### src/rtl/alu_pipe.sv
// Single-stage pipelined EXE ALU: registered result, valid/ready handshake, NZCV status register.
// Shift/rotate opcodes are compiled in only when ALU_PIPE_SHIFT_EN is defined.
module alu_pipe #(
    parameter int WIDTH = 32,
    parameter int SHW   = $clog2(WIDTH)
) (
    input  logic             clk,
    input  logic             rst,
    input  logic             in_valid,
    output logic             in_ready,
    input  logic [WIDTH-1:0] a,
    input  logic [WIDTH-1:0] b,
    input  logic [3:0]       exe_cmd,
    input  logic             s_in,
    input  logic             flush,
    output logic             out_valid,
    input  logic             out_ready,
    output logic [WIDTH-1:0] w,
    output logic [3:0]       sr
);
    localparam logic [3:0] OP_MOV = 4'b0001, OP_MVN = 4'b1001, OP_ADD = 4'b0010,
                           OP_ADC = 4'b0011, OP_SUB = 4'b0100, OP_SBC = 4'b0101,
                           OP_AND = 4'b0110, OP_ORR = 4'b0111, OP_EOR = 4'b1000;
    localparam int MSB = WIDTH - 1;

    logic             acc;
    logic             upd;
    logic             c_n, v_n;
    logic             cin, bin;
    logic [WIDTH-1:0] res;
    logic [WIDTH:0]   sum, diff;
    logic [3:0]       nzcv_n;

    assign in_ready = !out_valid || out_ready;
    assign acc      = in_valid && in_ready;

    // Carry/borrow-in taken from the live status register, so back-to-back ADC/SBC chain freely.
    assign cin  = (exe_cmd == OP_ADC) && sr[1];
    assign bin  = (exe_cmd == OP_SBC) && !sr[1];
    assign sum  = {1'b0, a} + {1'b0, b} + {{WIDTH{1'b0}}, cin};
    assign diff = {1'b0, a} - {1'b0, b} - {{WIDTH{1'b0}}, bin};

`ifdef ALU_PIPE_SHIFT_EN
    localparam logic [3:0] OP_LSL = 4'b1010, OP_LSR = 4'b1011, OP_ASR = 4'b1100, OP_ROR = 4'b1101;
    logic [SHW-1:0]     sh;
    logic [WIDTH:0]     shl, shr, sha;
    logic [2*WIDTH-1:0] rot;
    // Extra bit on the outgoing side of each shifter captures the last bit shifted out.
    assign sh  = b[SHW-1:0];
    assign shl = {1'b0, a} << sh;
    assign shr = {a, 1'b0} >> sh;
    assign sha = $signed({a, 1'b0}) >>> sh;
    assign rot = {a, a} >> sh;
`endif

    always_comb begin
        res = '0;
        c_n = sr[1];
        v_n = sr[0];
        upd = 1'b0;
        case (exe_cmd)
            OP_MOV: begin res = b;     upd = 1'b1; end
            OP_MVN: begin res = ~b;    upd = 1'b1; end
            OP_AND: begin res = a & b; upd = 1'b1; end
            OP_ORR: begin res = a | b; upd = 1'b1; end
            OP_EOR: begin res = a ^ b; upd = 1'b1; end
            OP_ADD, OP_ADC: begin
                res = sum[WIDTH-1:0];
                c_n = sum[WIDTH];
                v_n = (a[MSB] == b[MSB]) && (sum[MSB] != a[MSB]);
                upd = 1'b1;
            end
            OP_SUB, OP_SBC: begin
                res = diff[WIDTH-1:0];
                c_n = !diff[WIDTH];
                v_n = (a[MSB] != b[MSB]) && (diff[MSB] != a[MSB]);
                upd = 1'b1;
            end
`ifdef ALU_PIPE_SHIFT_EN
            OP_LSL: begin
                upd = 1'b1;
                res = shl[WIDTH-1:0];
                if (sh != '0) c_n = shl[WIDTH];
            end
            OP_LSR: begin
                upd = 1'b1;
                res = shr[WIDTH:1];
                if (sh != '0) c_n = shr[0];
            end
            OP_ASR: begin
                upd = 1'b1;
                res = sha[WIDTH:1];
                if (sh != '0) c_n = sha[0];
            end
            OP_ROR: begin
                upd = 1'b1;
                res = rot[WIDTH-1:0];
                if (sh != '0) c_n = rot[WIDTH-1];
            end
`endif
            default: ;
        endcase
    end

    assign nzcv_n = {res[MSB], res == '0, c_n, v_n};

    // Flush beats acceptance: the accepted op is dropped and its flag write suppressed.
    always_ff @(posedge clk or negedge rst) begin
        if (!rst) begin
            out_valid <= 1'b0;
            w         <= '0;
            sr        <= '0;
        end else if (flush) begin
            out_valid <= 1'b0;
        end else if (acc) begin
            out_valid <= 1'b1;
            w         <= res;
            if (s_in && upd) sr <= nzcv_n;
        end else if (out_ready) begin
            out_valid <= 1'b0;
        end
    end
endmodule

### config.mk
export PLATFORM = sky130hd
export DESIGN_NAME = alu_pipe
export DESIGN_NICKNAME = d
export VERILOG_FILES = /design/src/rtl/alu_pipe.sv
export SDC_FILE = /design/constraint.sdc
export NUM_CORES = 1
export LEC_CHECK = 0
export ABC_AREA = 1
export CAP_MARGIN = 20
export CELL_PAD_IN_SITES_DETAIL_PLACEMENT = 1
export CELL_PAD_IN_SITES_GLOBAL_PLACEMENT = 1
export CORE_MARGIN = 3
export CORE_UTILIZATION = 40
export CTS_BUF_LIST = sky130_fd_sc_hd__clkbuf_8
export CTS_CLUSTER_SIZE = 24
export DETAILED_ROUTE_END_ITERATION = 8
export PLACE_DENSITY = 0.93
export SLEW_MARGIN = 20
export SYNTH_ARGS = -nofsm -noshare
export SYNTH_HDL_FRONTEND = slang
export SYNTH_SLANG_ARGS = --single-unit
### constraint.sdc
create_clock -name clk -period 4.1 [get_ports clk]
set_clock_uncertainty 0.1 [all_clocks]
set_input_delay 0.615 -clock clk [delete_from_list [all_inputs] [get_ports clk]]
set_output_delay 0.615 -clock clk [all_outputs]
set_load 0.01 [all_outputs]
==> results of run 1 <==
power by group:
group,total (uW),switching (uW),leakage (uW),internal (uW)
registers,471,42.3,0.000480,429
logic,1780,1110,0.00605,674
clock network,244,129,0.0000491,115
total,2500,1280,0.00658,1220
synth_stat cells (4+ instances only):
cell | n | area share, %
nand2_1 | 590 | 24
inv_1 | 342 | 14
nor2_1 | 189 | 7.8
nand3_1 | 140 | 7.7
ha_1 | 126 | 17
o21ai_0 | 51 | 2.8
a21oi_1 | 49 | 2.7
dfrtp_1 | 37 | 10
o22ai_1 | 28 | 1.9
nand4_1 | 20 | 1.4
nor3_1 | 18 | 0.99
nand3b_1 | 11 | 0.90
buf_2 | 9 | 0.49
a211oi_1 | 8 | 0.66
nor2_2 | 8 | 0.55
nor4_1 | 8 | 0.55
nand2_2 | 7 | 0.48
clkbuf_1 | 6 | 0.25
a31oi_1 | 5 | 0.34
buf_4 | 5 | 0.41
buf_6 | 5 | 0.62
and2_1 | 4 | 0.27
fa_1 | 4 | 0.88
inv_2 | 4 | 0.16
o221ai_1 | 4 | 0.38
how the worst max path moves through the flow:
stage / from / end / slack, ns / cells after the start
CTS: exe_cmd[3] / sr[1] / 0.007 / 23
global placement: exe_cmd[0] / sr[1] / -0.23 / 22
global route: exe_cmd[0] / sr[2] / 0.02 / 25
finish: exe_cmd[0] / sr[2] / 0.32 / 23
detailed placement: exe_cmd[3] / sr[1] / -0.58 / 23
floorplan: exe_cmd[1] / sr[2] / 0.63 / 24
per-layer routing:
layer,track usage [%],vias to the layer above
li1,-,5639
met1,42.5,5761
met2,56.5,564
met3,6.65,143
met4,12.7,4
met5,0,-
what timing repair did:
item,in CTS,in global routing
setup endpoints to repair,6,9
gates resized for setup,3,31
pin swaps,1,8
layout make-up:
class,instances,share of cell area [%]
sequential,37,8.20
multi-input combinational,1294,60.5
inverter,347,11.6
clock buffer,5,0.609
clock inverter,3,0.122
timing repair buffer,196,15.9
tap,280,3.10
stage by stage:
| step | instance area (um^2) | hold WS (ns) | TNS [ns] |
|---|---|---|---|
| after floorplan | 9140 | 0.219 | 0 |
| after global placement | 11100 | 0.362 | -0.385 |
| after detailed placement | 11100 | 0.371 | -5.45 |
| after CTS | 11200 | 0.335 | 0 |
| after global routing | 11300 | 0.366 | 0 |
| final | 11300 | 0.303 | 0 |
flip-flops by register name (all words and copies together), names as in the netlist:
| signal | count |
|---|---|
| w | 32 |
| sr | 4 |
| out_valid | 1 |
worst max-delay path: stages:
cell	delay (ns)
clkdlybuf4s50_1	0.48
inv_1	0.11
nor4_4	0.16
fa_1	0.50
inv_1	0.10
ha_1	0.17
nor2_2	0.05
fa_2	0.36
inv_2	0.08
nand2_1	0.05
nand3_1	0.12
nand2_1	0.10
nand2_2	0.12
nand2_1	0.07
nand3_1	0.08
nand2_1	0.08
nor2_2	0.15
nand2_1	0.09
nor2_1	0.10
nand3_1	0.11
nor2_2	0.10
nand3_1	0.07
nand2_1	0.05
logic make-up after synthesis:
kind of cell / Yosys count / share of synthesized area [%]
AO/OA/AOI/OAI: 157 / 9.76
XOR/XNOR: 2 / 0.192
adder cells (fa/ha/maj): 130 / 18.1
buffers and inverters: 373 / 16.1
flip-flops: 37 / 10.1
AND/OR/NAND/NOR: 1005 / 45.7
==> summary.md, run 1 <==
| Metric | Value |
|---|---|
| Flip-flop cell with the highest count after synthesis | dfrtp_1 |
| ANT nets after route | 0 |
| Wire length of the first global-routing pass | 65000 um |
| First-pass detailed-route iteration total | 6 |
| Clock insertion delay at the later pin of the skew report | 0.29 ns |
| Footprint of the multi-input gates | 0.00684 mm^2 |
| Placed Cells | 2152 |
| Number of maximum-capacitance violations | 0 |
| Max Clk Rate | 0.265 GHz |
| Proportion of layout cells with a drive suffix above 1 | 7.97% |
| Fraction of registers with async set or reset after synthesis | 100% |
| Antenna cells | 0 |
| Worst voltage drop across the vdd grid | 0.000117 V |
| Aggregate routed wire length | 42500 um |
| H-tree depth | 2 |
| Floorplan die area | 0.0247 mm^2 |
| CP Capture Type | register |
| Type of the worst setup path | input pin to register |
| Setup slack after layout | 0.323 ns |
| Average wire per standard cell | 19.7 um |
| Clock tree buffer depth | 2 |
| Netlist Area Pre-Place | 0.00914 mm^2 |
| Hold Path Class | input pin to async pin |
| Hold Buf Count CTS | 0 |
| Tightest Pin Transition | 0.796 ns |
| Cts bufs inserted | 5 |
| Capture point of the worst reg-to-reg path | sr[2] |
| Number of I/O port buffers | 111 |
| Max Slew Vio Count | 0 |
| Per-instance average area after synthesis | 5.36 um^2 |
| Static leakage | 0.00658 uW |
| Power density relative to cell area | 221 mW/mm^2 |
| Post-CTS Setup Bufs | 0 |
| Post-layout net count | 2085 |
| Boundary pin count | 112 |
| Worst Reg2Reg Path Length in Cells | 21 |
| Die span in y | 157 um |
| Initial core utilization | 41.2% |
| Final Total Pwr | 2500 uW |
| Largest fanout of any net on the critical path | 3 |
| Final global-route overflow total | 0 |
| Final weighted congestion of routability-driven global placement | 1.02 |
| Buffer type at the clock tree root | clkbuf_8 |
| Iteration-0 DRC Markers | 1146 |
| Outcome | finished, final reports clean |
| Post-synthesis register bit count | 37 |
| DRC | 0 |
| Post-layout util | 51.0% |
| Number of flops mapped to enable cells by yosys | 0 |
| Register clock-pin slew on the reported worst setup and hold paths | 0.08 ns |
| Max Used Layer | met5 |
| Sequential area share after synthesis | 10.1% |
| Total met2 wirelength after detailed routing | 19400 um |
| Non-Filler Instances | 2162 |
| WP data arrival | 3.91 ns |
| Number of global-route vias before repair | 12.6k |
| Post-layout min period | 3.78 ns |
| Count of vias placed by the detailed router | 12.1k |
| Gate count of the mapped netlist | 1704 |
| Total nets after synthesis | 1908 |
| Gr usage total | 33.6% |
| Wl on met1 | 17200 um |
| Kind of start point of the critical path | input pin |
| Relative slew slack | 46.9% |
| Sequential cell area | 926 um^2 |
| Final period utilization | 92.1% |
| Area of the core region | 0.0222 mm^2 |
| # clock sinks | 37 |
| Final setup viols | 0 |
| Fillers | 3279 |
| Post-DP HPWL | 36700 um |
| Number of hold violations in the final report | 0 |
| Unrepaired setup endpoints after global routing | no |
| Worst reg2reg setup slack | 0.61 ns |
| R2R Path Start | sr[1] |
| Signed area change from the synthesized netlist to the final layout | 23.6% |
| Horiz. Die Dim | 157 um |
| Data required time at the worst endpoint | 4.24 ns |
| Met3 wire length | 3950 um |
| Initial antenna violation count | 2 |
| Worst slack at placement | -0.579 ns |
| Post-DR vias/cell | 5.60 |
| Most common library cell in the layout ignoring fill and taps | nand2_1 |
| Commonest non-fill, non-tap cells in the layout | nand2_1, inv_1, nor2_1 |
| # rows | 54 |
| Clock tree from TritonCTS | done |
| Library cells used by synthesis | 41 |
| Number of warnings reported in the yosys synthesis log | 0 |
| Largest net degree at the start of global routing | 42 |
Note: power is estimated with default switching activity, not from simulation.
==> inputs of run 2 (changes only) <==
CORE_UTILIZATION = 43   (was 40)
PLACE_DENSITY = 0.95   (was 0.93)
clock period = 4.54 ns   (was 4.1 ns; I/O delays follow)
==> summary.md, run 2 (synthesized netlist as in run 1, its figures left out) <==
| Metric | Value |
|---|---|
| Clock tree from TritonCTS | done |
| Hold Buf Count CTS | 0 |
| H-tree depth | 2 |
| Slowest cell on the critical path | clkdlybuf4s50_1 |
| Type of the worst setup path | input pin to register |
| Antenna cells | 0 |
| Max Slew Vio Count | 0 |
| Aggregate routed wire length | 41400 um |
| Initial antenna violation count | 3 |
| Most common library cell in the layout ignoring fill and taps | nand2_1 |
| Worst reg2reg setup slack | 0.78 ns |
| Count of vias placed by the detailed router | 11.6k |
| WP data arrival | 4.46 ns |
| CP Launch Point | exe_cmd[1] |
| Horiz. Die Dim | 152 um |
| R2R Path Start | sr[1] |
| Gr usage total | 34.4% |
| CP Capture Type | register |
| # clock sinks | 37 |
| Cts bufs inserted | 5 |
| Total cell area at the placement stage | 0.0106 mm^2 |
| Number of global-route vias before repair | 11.8k |
| Kind of start point of the critical path | input pin |
| DRC | 0 |
| Final global-route overflow total | 0 |
| Wire length of the first global-routing pass | 63600 um |
| Largest net degree at the start of global routing | 42 |
| Post-CTS Setup Bufs | 0 |
| Number of maximum-capacitance violations | 0 |
| Hold Path Class | input pin to async pin |
| Floorplan die area | 0.0230 mm^2 |
| Largest Register | w |
| Static leakage | 0.00626 uW |
| Tightest Pin Transition | 0.873 ns |
| Iteration-0 DRC Markers | 861 |
| Average wire per standard cell | 19.8 um |
| Max Clk Rate | 0.231 GHz |
| Worst voltage drop across the vdd grid | 0.000101 V |
| Boundary pin count | 112 |
| Number of gates resized after CTS | 0 |
| Relative slew slack | 41.7% |
| Outcome | finished, final reports clean |
| Delay of the slowest cell on the worst path | 0.53 ns |
| Post-layout min period | 4.33 ns |
| Final setup viols | 0 |
| Tightest hold margin | 0.374 ns |
| Setup crit end | sr[1] |
| Post-layout net count | 2027 |
| Worst Reg2Reg Path Length in Cells | 20 |
| Finished layout cell area | 0.0107 mm^2 |
| Die span in y | 152 um |
| Data required time at the worst endpoint | 4.68 ns |
| Area of the core region | 0.0206 mm^2 |
| Final period utilization | 95.3% |
| Capture point of the worst reg-to-reg path | sr[1] |
| Critical Path Most Common Cell | nand2_1 |
| Number of I/O port buffers | 111 |
| Commonest non-fill, non-tap cells in the layout | nand2_1, inv_1, nor2_1 |
| Final Total Pwr | 2140 uW |
| First-pass detailed-route iteration total | 5 |
| Largest fanout of any net on the critical path | 8 |
| Post-DP HPWL | 35500 um |
| Number of hold violations in the final report | 0 |
| ANT nets after route | 0 |
| Power density relative to cell area | 199 mW/mm^2 |
| Top Registers | w: 32 flops, sr: 4 flops, out_valid: 1 flops |
| Clock insertion delay at the later pin of the skew report | 0.29 ns |
| Buffer type at the clock tree root | clkbuf_8 |
| Signed area change from the synthesized netlist to the final layout | 17.5% |
| Register clock-pin slew on the reported worst setup and hold paths | 0.07 ns |
| # rows | 52 |
| Initial core utilization | 44.5% |
| List of cells traversed by the critical path | clkdlybuf4s50_1 > buf_4 > nand2_1 > inv_1 > nand3_1 > fa_1 > fa_1 > inv_1 > nand2_1 > nand3_2 > nand3_1 > nand2_1 > nand2_1 > nand2_1 > nand2_1 > nand2_1 > a21oi_1 > o21ai_0 > nand2_1 > nand2_1 |
| Post-DR vias/cell | 5.54 |
| Flip-flop count of the largest register after layout | 32 |
| Final weighted congestion of routability-driven global placement | 1.01 |
| Proportion of layout cells with a drive suffix above 1 | 3.67% |
| Clock tree buffer depth | 2 |
## run 2: cell count changes in the layout (fill, tap and decap cells not counted), moves of 6 or more
cell,previous run,this run
nor2_1,180,187
nand2_2,14,7
nor2_2,16,10
buf_4,80,26
nand2_1,583,590
## run 2: stage by stage
step	TNS, ns	std cells	setup slack (ns)	util (%)
3_5_place_dp	-0.0408	2085	-0.0262	51.6
2_1_floorplan	0	1704	1.01	-
6_report	0	2094	0.214	52.2
3_3_place_gp	0	2085	0.121	51.6
4_1_cts	0	2093	0.283	52.0
5_1_grt	-0.0163	2094	-0.0123	52.2
## run 2: how the worst min path moves through the flow
stage               startpoint        end  depth (start not counted)
floorplan                  rst  out_valid                          0
global placement          w[6]       w[6]                          2
detailed placement       w[19]      w[19]                          2
CTS                        rst  out_valid                          1
global route             w[31]      w[31]                          2
finish                     rst  out_valid                          1
## run 2: metal layers
layer	vias up	share of wire, %	global-route usage [%]
li1	5512	-	-
met1	5557	43	46.1
met2	449	45	55.6
met3	86	8.3	6.74
met4	6	3.4	11.5
met5	-	0.068	0
## run 2: final cells by class
type | instances | area (um^2)
clock inverters | 3 | 13.8
fillers | 3112 | 9820
well taps | 270 | 338
multi-input cells | 1294 | 6760
flip-flops and latches | 37 | 926
repair buffers | 138 | 1330
inverters | 347 | 1310
clock buffers | 5 | 68.8
## run 2: critical path: cells and delay by family
kind            cells  cell delay, ns
fa+ha+maj           2            0.94
buf+inv             4            1.02
compound gates      2            0.58
simple gates       12            1.21
## run 2: power by group
part / internal [uW] / total, uW / switching (uW) / leakage, uW
Sequential: 387 / 428 / 40.1 / 0.000480
Clock: 104 / 220 / 115 / 0.0000491
Combinational: 534 / 1490 / 957 / 0.00573
==> inputs of run 3 (changes only) <==
CORE_MARGIN = not set   (was 3)
RECOVER_POWER = 50   (was not set)
==> summary.md, run 3 (synthesized netlist as in run 1, its figures left out) <==
| Metric | Value |
|---|---|
| Switching share of total power | 49.8% |
| Outcome | complete, but fails checks |
| Final Total Pwr | 2240 uW |
| Critical Path Most Common Cell | nand2_1 |
| Proportion of power drawn by the clock network | 15.4% |
| Final setup viols | 0 |
| Net switching power | 1120 uW |
| Final global-route overflow total | 0 |
| Power density relative to cell area | 209 mW/mm^2 |
| Clock tree from TritonCTS | done |
| Wire length of the first global-routing pass | 62800 um |
| Number of hold violations in the final report | 0 |
| Number of I/O port buffers | 111 |
| Max Clk Rate | 0.228 GHz |
| Static leakage | 0.00628 uW |
| Placed Cells | 2081 |
| Internal power consumption | 1120 uW |
| Floorplan die area | 0.0218 mm^2 |
| Delay of the slowest cell on the worst path | 0.50 ns |
| Worst slack at placement | -0.0795 ns |
| CP Capture Type | register |
| Post-DR vias/cell | 5.64 |
| Setup tns final | 0 ns |
| Commonest non-fill, non-tap cells in the layout | nand2_1, inv_1, nor2_1 |
| Max Slew Vio Count | 38 |
| Data required time at the worst endpoint | 4.68 ns |
| Slowest cell on the critical path | fa_1 |
| Type of the worst setup path | input pin to register |
| Top Registers | w: 32 flops, sr: 4 flops, out_valid: 1 flops |
| Register clock-pin slew on the reported worst setup and hold paths | 0.08 ns |
| Post-layout min period | 4.38 ns |
| Post-CTS Setup Bufs | 0 |
| Final weighted congestion of routability-driven global placement | 0.979 |
| Post-layout net count | 2022 |
| # rows | 52 |
| Hold Path Class | register to register |
| Setup slack after layout | 0.160 ns |
| Clock tree buffer depth | 2 |
| Horiz. Die Dim | 148 um |
| DRC | 0 |
| Largest fanout of any net on the critical path | 6 |
| Worst voltage drop across the vdd grid | 0.000137 V |
| Cts bufs inserted | 5 |
| R2R Path Start | sr[1] |
| Portion of total power attributed to combinational logic | 65.6% |
| Fillers | 3090 |
| Buffer type at the clock tree root | clkbuf_8 |
| Unrepaired setup endpoints after global routing | no |
| Clock insertion delay at the later pin of the skew report | 0.30 ns |
| Violated checks | capacitance limit, slew limit |
| Signed area change from the synthesized netlist to the final layout | 17.3% |
| Origin of the worst min-delay path | w[16] |
| Area of the core region | 0.0206 mm^2 |
| Proportion of layout cells with a drive suffix above 1 | 3.41% |
| WP data arrival | 4.52 ns |
| First-pass detailed-route iteration total | 5 |
| H-tree depth | 2 |
| Non-Filler Instances | 2089 |
| Number of maximum-capacitance violations | 1 |
| Initial antenna violation count | 0 |
| Largest Register | w |
| Gr usage total | 37.4% |
| Antenna cells | 0 |
| Relative slew slack | -30.7% |
| Initial core utilization | 44.5% |
| Most common library cell in the layout ignoring fill and taps | nand2_1 |
| ANT nets after route | 0 |
| List of cells traversed by the critical path | clkdlybuf4s50_1 > buf_4 > nor2_2 > nand3_1 > fa_1 > fa_1 > inv_1 > nand2_1 > nand3_2 > nand3_1 > nand2_1 > nand2_1 > nand2_1 > nand2_1 > nand2_1 > a21oi_1 > o21ai_0 > nand2_1 > nand2_1 |
| Boundary pin count | 112 |
| Final period utilization | 96.5% |
| Iteration-0 DRC Markers | 926 |
| # clock sinks | 37 |
| Kind of start point of the critical path | input pin |
| Count of vias placed by the detailed router | 11.8k |
| Number of global-route vias before repair | 11.7k |
| Average wire per standard cell | 19.5 um |
| Sequential group share of total power | 19.0% |
| Tightest Pin Transition | 1.96 ns |
| CP Launch Point | exe_cmd[2] |
| Post-DP HPWL | 34700 um |
| Flip-flop count of the largest register after layout | 32 |
| Die span in y | 148 um |
| Largest net degree at the start of global routing | 42 |
| Aggregate routed wire length | 40800 um |
-- run 3: worst paths after layout --
path | end | slack, ns | cells past startpoint
setup / recovery | sr[1] | 0.16 | 19
hold / removal | w[16] | 0.40 | 2
setup reg to reg | sr[1] | 0.77 | 20
hold reg to reg | w[16] | 0.40 | 2
max in group asynchronous | w[27] | 2.38 | 1
min in group asynchronous | out_valid | 0.82 | 1
-- run 3: timing repair --
| item | CTS | global route |
|---|---|---|
| hold buffers | 0 | 0 |
| gates resized for setup | 0 | 1 |
| setup endpoints to repair | 0 | 2 |
-- run 3: metrics by stage --
step | utilization [%] | hold WS (ns) | cell area (um^2)
floorplan | - | 0.285 | 9140
global placement | 51.5 | 0.360 | 10600
finish | 52.2 | 0.401 | 10700
detailed placement | 51.5 | 0.365 | 10600
global route | 52.2 | 0.416 | 10700
CTS | 52.1 | 0.387 | 10700
-- run 3: layer usage --
layer  share of wire [%]  track usage (%)
met5                   0                0
met4                 3.1             13.3
met3                 8.5             6.11
met2                  45             62.1
met1                  43             48.8
-- run 3: power by group through the flow --
| stage | Sequential (uW) | Combinational [uW] | Clock, uW |
|---|---|---|---|
| floorplan | 452 | 832 | 0 |
| global placement | 424 | 1370 | 0 |
| detailed placement | 431 | 1430 | 0 |
| CTS | 428 | 1450 | 347 |
| global route | 432 | 1610 | 356 |
| finish | 426 | 1470 | 344 |
-- run 3: worst max-delay path, delay by kind of cell --
kind            cells  cell delay (ns)
simple gates       12             1.55
buf+inv             3             0.76
compound gates      2             0.54
fa+ha+maj           2             0.96
-- run 3: area by class of cell --
cell class                      count  area (um^2)  area share [%]
Clock buffer                        5         68.8           0.642
Clock inverter                      3         65.1           0.607
Inverter                          347         1310            12.2
Multi-Input combinational cell   1294         6750            63.0
Sequential cell                    37          926            8.63
Tap cell                          270          338            3.15
Timing Repair Buffer              133         1270            11.8
